--- src/rtl/uart_pkg.sv ---
// Shared definitions for the serial debug transmit path: byte width,
// default transmitter busy timeout and the arbiter state encoding.
package uart_pkg;

    localparam int BYTE_W               = 8;
    localparam int DEFAULT_BUSY_TIMEOUT = 16;

    typedef enum logic [1:0] {
        IDLE    = 2'd0,
        WAIT_LO = 2'd1,
        WAIT_HI = 2'd2
    } tx_state_e;

endpackage

--- src/rtl/rr_pick.sv ---
// Combinational round-robin picker: first set request at or above ptr,
// wrapping past N_REQ-1 back to 0.
module rr_pick #(
    parameter int N_REQ = 2,
    parameter int IDX_W = 1
) (
    input  logic [N_REQ-1:0] req,
    input  logic [IDX_W-1:0] ptr,
    output logic [N_REQ-1:0] onehot,
    output logic [IDX_W-1:0] idx,
    output logic             any
);

    int             pos;
    logic [IDX_W-1:0] pos_idx;

    always_comb begin
        onehot  = '0;
        idx     = '0;
        any     = 1'b0;
        pos     = 0;
        pos_idx = '0;
        for (int k = 0; k < N_REQ; k++) begin
            pos = int'(ptr) + k;
            if (pos >= N_REQ) begin
                pos = pos - N_REQ;
            end
            pos_idx = pos[IDX_W-1:0];
            if (!any && req[pos_idx]) begin
                any             = 1'b1;
                idx             = pos_idx;
                onehot[pos_idx] = 1'b1;
            end
        end
    end

endmodule

--- src/rtl/uart_tx_arbiter.sv ---
// Shares one uart_tx between N_REQ byte producers with round-robin
// arbitration and packet lock; hides the vld_tx/rdy_tx handshake.
module uart_tx_arbiter
    import uart_pkg::*;
#(
    parameter int N_REQ        = 2,
    parameter int BUSY_TIMEOUT = DEFAULT_BUSY_TIMEOUT
) (
    input  logic                  clk,
    input  logic                  rst,
    input  logic [N_REQ-1:0]      req_vld,
    input  logic [N_REQ-1:0]      req_last,
    input  logic [BYTE_W*N_REQ-1:0] req_data,
    output logic [N_REQ-1:0]      req_rdy,
    output logic [N_REQ-1:0]      grant,
    output logic [BYTE_W-1:0]     d_tx,
    output logic                  vld_tx,
    input  logic                  rdy_tx,
    output logic                  busy
);

    localparam int IDX_W = (N_REQ > 1) ? $clog2(N_REQ) : 1;
    localparam int CNT_W = $clog2(BUSY_TIMEOUT) + 1;

    tx_state_e          state_q, state_d;
    logic [CNT_W-1:0]   cnt_q, cnt_d;
    logic               lock_q, lock_d;
    logic [IDX_W-1:0]   owner_q, owner_d;
    logic [IDX_W-1:0]   ptr_q, ptr_d;
    logic [BYTE_W-1:0]  d_tx_q, d_tx_d;
    logic               vld_tx_q, vld_tx_d;

    logic [BYTE_W-1:0]  data_arr [N_REQ];
    logic [N_REQ-1:0]   owner_mask;
    logic [N_REQ-1:0]   elig;
    logic [N_REQ-1:0]   pick_onehot;
    logic [IDX_W-1:0]   pick_idx;
    logic               pick_any;

    for (genvar gi = 0; gi < N_REQ; gi++) begin : g_data
        assign data_arr[gi] = req_data[gi*BYTE_W +: BYTE_W];
    end

    // While a packet is open only its owner may compete.
    assign owner_mask = lock_q ? (N_REQ'(1) << owner_q) : '0;
    assign elig       = lock_q ? (req_vld & owner_mask) : req_vld;

    rr_pick #(
        .N_REQ (N_REQ),
        .IDX_W (IDX_W)
    ) u_rr_pick (
        .req    (elig),
        .ptr    (ptr_q),
        .onehot (pick_onehot),
        .idx    (pick_idx),
        .any    (pick_any)
    );

    always_comb begin
        state_d  = state_q;
        cnt_d    = cnt_q;
        lock_d   = lock_q;
        owner_d  = owner_q;
        ptr_d    = ptr_q;
        d_tx_d   = d_tx_q;
        vld_tx_d = 1'b0;
        req_rdy  = '0;
        case (state_q)
            IDLE: begin
                if (rdy_tx && pick_any) begin
                    req_rdy  = pick_onehot;
                    d_tx_d   = data_arr[pick_idx];
                    vld_tx_d = 1'b1;
                    state_d  = WAIT_LO;
                    if (req_last[pick_idx]) begin
                        lock_d = 1'b0;
                        ptr_d  = (pick_idx == IDX_W'(N_REQ-1)) ? '0 : pick_idx + IDX_W'(1);
                    end else begin
                        lock_d  = 1'b1;
                        owner_d = pick_idx;
                    end
                end
            end
            WAIT_LO: begin
                // A transmitter that never reports busy is treated as having taken the byte.
                if (!rdy_tx || cnt_q == CNT_W'(BUSY_TIMEOUT-1)) begin
                    state_d = WAIT_HI;
                    cnt_d   = '0;
                end else begin
                    cnt_d = cnt_q + CNT_W'(1);
                end
            end
            WAIT_HI: begin
                if (rdy_tx) begin
                    state_d = IDLE;
                end
            end
            default: state_d = IDLE;
        endcase
    end

    always_ff @(posedge clk or negedge rst) begin
        if (!rst) begin
            state_q  <= IDLE;
            cnt_q    <= '0;
            lock_q   <= 1'b0;
            owner_q  <= '0;
            ptr_q    <= '0;
            d_tx_q   <= '0;
            vld_tx_q <= 1'b0;
        end else begin
            state_q  <= state_d;
            cnt_q    <= cnt_d;
            lock_q   <= lock_d;
            owner_q  <= owner_d;
            ptr_q    <= ptr_d;
            d_tx_q   <= d_tx_d;
            vld_tx_q <= vld_tx_d;
        end
    end

    assign grant  = owner_mask;
    assign d_tx   = d_tx_q;
    assign vld_tx = vld_tx_q;
    assign busy   = (state_q != IDLE);

endmodule
--- config.mk ---
export PLATFORM = sky130hd
export DESIGN_NAME = uart_tx_arbiter
export DESIGN_NICKNAME = d
export VERILOG_FILES = /design/src/rtl/uart_pkg.sv /design/src/rtl/rr_pick.sv /design/src/rtl/uart_tx_arbiter.sv
export SDC_FILE = /design/constraint.sdc
export NUM_CORES = 1
export LEC_CHECK = 0
export BUFFER_PORTS_ARGS = -buffer_cell sky130_fd_sc_hd__buf_4
export CAP_MARGIN = 10
export CORE_MARGIN = 4
export CORE_UTILIZATION = 45
export DETAILED_ROUTE_END_ITERATION = 7
export PLACE_DENSITY = 0.83
export SETUP_SLACK_MARGIN = 0.05
export SYNTH_ARGS = -nofsm -noshare
export SYNTH_HDL_FRONTEND = slang
export SYNTH_SLANG_ARGS = --single-unit
--- constraint.sdc ---
create_clock -name clk -period 2.33 [get_ports clk]
set_input_delay 0.1165 -clock clk [delete_from_list [all_inputs] [get_ports clk]]
set_output_delay 0.1165 -clock clk [all_outputs]
set_load 0.05 [all_outputs]
==> metrics.csv <==
stage,metric,value,unit
grt,largest net degree at the start of global routing,20,
flow_run,max-capacitance violation count,0,
sta,RSZ-0062 raised after global routing,false,
yosys,Yosys Warn Count,0,
yosys,top cell type's share of synthesized area,47.9,%
yosys,number of instances in the synthesized netlist,95,
final_layout,nets@finish,162,
yosys,biggest area contributors in the synthesized netlist,"sky130_fd_sc_hd__dfrtp_1, sky130_fd_sc_hd__mux2i_1, sky130_fd_sc_hd__a21oi_1, sky130_fd_sc_hd__nor2_1, sky130_fd_sc_hd__o21ai_0",
sta,worst-case clock skew,0.00480,ns
route,top routing layer used,met4,
route,drt via density,5.12,
sta,Max-Slew Margin vs Limit,65.0,%
die,starting density of the core,49.1,%
route,vias after detailed routing,834,
yosys,main flop type after synthesis,sky130_fd_sc_hd__dfrtp_1,
placement,buffers added on ports,36,
pwr,switching part of the total,49.5,%
final_layout,most used cells in the layout excluding fill and tap cells,"sky130_fd_sc_hd__buf_4, sky130_fd_sc_hd__dfrtp_1, sky130_fd_sc_hd__nor2_1, sky130_fd_sc_hd__a21oi_1, sky130_fd_sc_hd__mux2i_1",
final_layout,fill cell total of the finished layout,156,
route,final WL,2160,microns
yosys,synthesized area,993,sq um
cts,number of clock sinks,19,
sta,achievable frequency,480,MHz
sta,count of endpoints failing setup in the final report,0,
sta,"Period Utilization, post-route",89.4,%
cts,root buffer cell,sky130_fd_sc_hd__clkbuf_4,
cts,"Setup Fix Bufs, Post-CTS",0,
final_layout,share of final-layout standard cells stronger than drive strength 1,36.8,%
route,detailed route wirelength on metal2,1140,microns
pwr,power density normalized to cell area,1310,nW/um^2
grt,remaining global-route overflow,0,
sta,Final Hold Vio Count,0,
setup_path,critical path endpoint category,output pin,
yosys,number of distinct standard cells referenced by the synthesized netlist,27,
worst_hold_path,HP Class,in2reg,
sta,worst-margin pin slew,0.523,ns
placement,half-perimeter wire length after placement,1730,microns
pwr,fraction of power consumed by the clock network,9.3,%
setup_path,data arrival time of the critical path,1.97,ns
route,initial drt markers,12,
die,boundary pin count,37,
final_layout,Area Overhead vs Synth,34.8,%
route,wire length on met1,897,microns
sta,Period minus WS final,2.08,ns
route,DRC viols,0,
route,met3 WL,109,microns
yosys,mean instance size in the synthesized netlist,10.5,sq um
yosys,number of synthesized flops with an enable pin,0,
yosys,number of synthesized register bits,19,
cts,clock tree from TritonCTS,yes,
pwr,leakage component of the power,0.000666,uW
route,number of routed nets with antenna violations,0,
cts,CTS Buf Count,3,
sta,final slew viol count,0,
yosys,Mapped Nets,120,
die,total number of placement rows,16,
yosys,portion of the post-synthesis area used by sequential elements,47.9,%
sta,worst hold slack across all endpoints,0.0107,ns
final_layout,Ant. Diodes,0,
grt,vias in the first global route,810,
setup_path,Critical Path RT,2.21,ns
die,die area,3020,sq um
pwr,Max rail drop VDD,880,uV
die,area of the core,2020,sq um
grt,antenna violations before repair,0,
pwr,power spent charging and discharging nets,865,uW
yosys,share of synthesized registers carrying an async set or reset,100,%
status,run status,completed,
yosys,top cell type by total area after synthesis,sky130_fd_sc_hd__dfrtp_1,
die,height of the die,55.0,microns
cts,level count of the clock H-tree,1,
final_layout,most common library cell in the layout ignoring fill and taps,sky130_fd_sc_hd__buf_4,
setup_path,Startpoint Class,flop,
pwr,Internal Pwr Total,883,uW
final_layout,footprint of the multi-input gates,477,sq um
route,count of TritonRoute iterations in the first routing pass,4,
die,Die Width,55.0,microns
sta,Total Negative Setup Slacks,0,ns
grt,total routing resource utilization after global routing,15.1,%
setup_path,classification of the worst setup path,reg2out,
final_layout,final core utilization,66.2,%
cts,Worst-Skew Late Latency,0.29,ns
cts,Clock transition at path regs,0.10,ns
setup_path,peak fanout along the critical path,3,
pwr,sequential power share,33.1,%
grt,global-route wire length before repair,3330,microns
pwr,share of power burned in combinational logic,57.7,%
final_layout,FF/Latch Area,475,sq um
placement,weighted congestion reported at the end of routability-driven placement,0.682,
cts,worst-case clock buffer depth,2,
route,routed wirelength normalized by instance count,13.3,microns
## metrics by stage
step	area, sq um	power, uW	setup WS (ns)	instances
CTS	1340	1760	0.231	163
global route	1340	1860	0.154	163
global placement	1300	1560	0.596	158
floorplan	1000	1310	-0.0289	95
detailed placement	1300	1600	0.564	158
finish	1340	1750	0.247	163
## worst max-delay path, cell delays in order (launching register included)
cell,delay [ns]
sky130_fd_sc_hd__dfrtp_1,0.41
sky130_fd_sc_hd__or2_2,0.34
sky130_fd_sc_hd__or3_1,0.41
sky130_fd_sc_hd__nor4b_2,0.28
sky130_fd_sc_hd__buf_4,0.24
## flip-flops by register name, indices dropped and copies added, names as in the netlist
register,cells
d_tx,8
cnt_q,5
state_q,2
lock_q,1
owner_q,1
ptr_q,1
vld_tx,1
## path summary, 6_finish.rpt
kind	start	endpoint	slack, ns	cells past startpoint
worst max register to register	cnt_q[0]$_DFFE_PN0N_	cnt_q[3]$_DFFE_PN0N_	0.55	7
worst min-delay path	rdy_tx	state_q[1]$_DFFE_PN0P_	0.01	2
worst max-delay path	state_q[1]$_DFFE_PN0P_	req_rdy[0]	0.25	4
max in group asynchronous	rst	state_q[1]$_DFFE_PN0P_	1.91	2
worst min register to register	cnt_q[4]$_DFFE_PN0N_	cnt_q[4]$_DFFE_PN0N_	0.50	2
min in group asynchronous	rst	d_tx[4]$_DFFE_PN0P_	0.22	2
## Yosys cell counts (2+ instances only)
library cell,n
sky130_fd_sc_hd__a211oi_1,2
sky130_fd_sc_hd__a21oi_1,11
sky130_fd_sc_hd__buf_6,2
sky130_fd_sc_hd__dfrtp_1,19
sky130_fd_sc_hd__ha_1,2
sky130_fd_sc_hd__inv_1,6
sky130_fd_sc_hd__mux2i_1,10
sky130_fd_sc_hd__nand2_1,3
sky130_fd_sc_hd__nand2b_1,4
sky130_fd_sc_hd__nor2_1,13
sky130_fd_sc_hd__o21ai_0,6
sky130_fd_sc_hd__or2_2,2
## cell families (layout without fill, tap and decap cells)
kind of cell / Yosys count / count (layout) / share of synthesized area (%)
AOI/OAI and AO/OA: 25 / 25 / 18.4
muxes: 11 / 11 / 11.2
and+or+nand+nor: 28 / 28 / 13.9
xor gates and xnor gates: 1 / 1 / 0.882
buffers and inverters: 9 / 50 / 5.29
DFF: 19 / 19 / 47.9
adders and majority gates: 2 / 2 / 2.52
## area by class of cell
type                       count  area share, %
clock buffer                   3           1.68
clock inverter                 1          0.374
inverter                       6           1.68
multi-input combinational     67           35.6
sequential                    19           35.5
tap                           27           2.52
timing repair buffer          40           22.6
## power by group through the flow
stage	clock network (uW)	logic, uW	registers [uW]
3_3_place_gp	0	990	573
2_1_floorplan	0	488	818
5_1_grt	182	1080	595
6_report	162	1010	578
4_1_cts	168	1020	576
3_5_place_dp	0	1010	583
## metal layers
metal / vias up / track usage [%]
met1: 394 / 18.9
met2: 20 / 26.6
li1: 418 / -
met3: 2 / 2.14
met4: 0 / 4.86
met5: - / 0
## timing repair
action,in CTS,in global routing
hold endpoints to repair,19,0
hold buffers,1,0
gates resized for setup,0,0
Note: power is estimated with default switching activity, not from simulation.
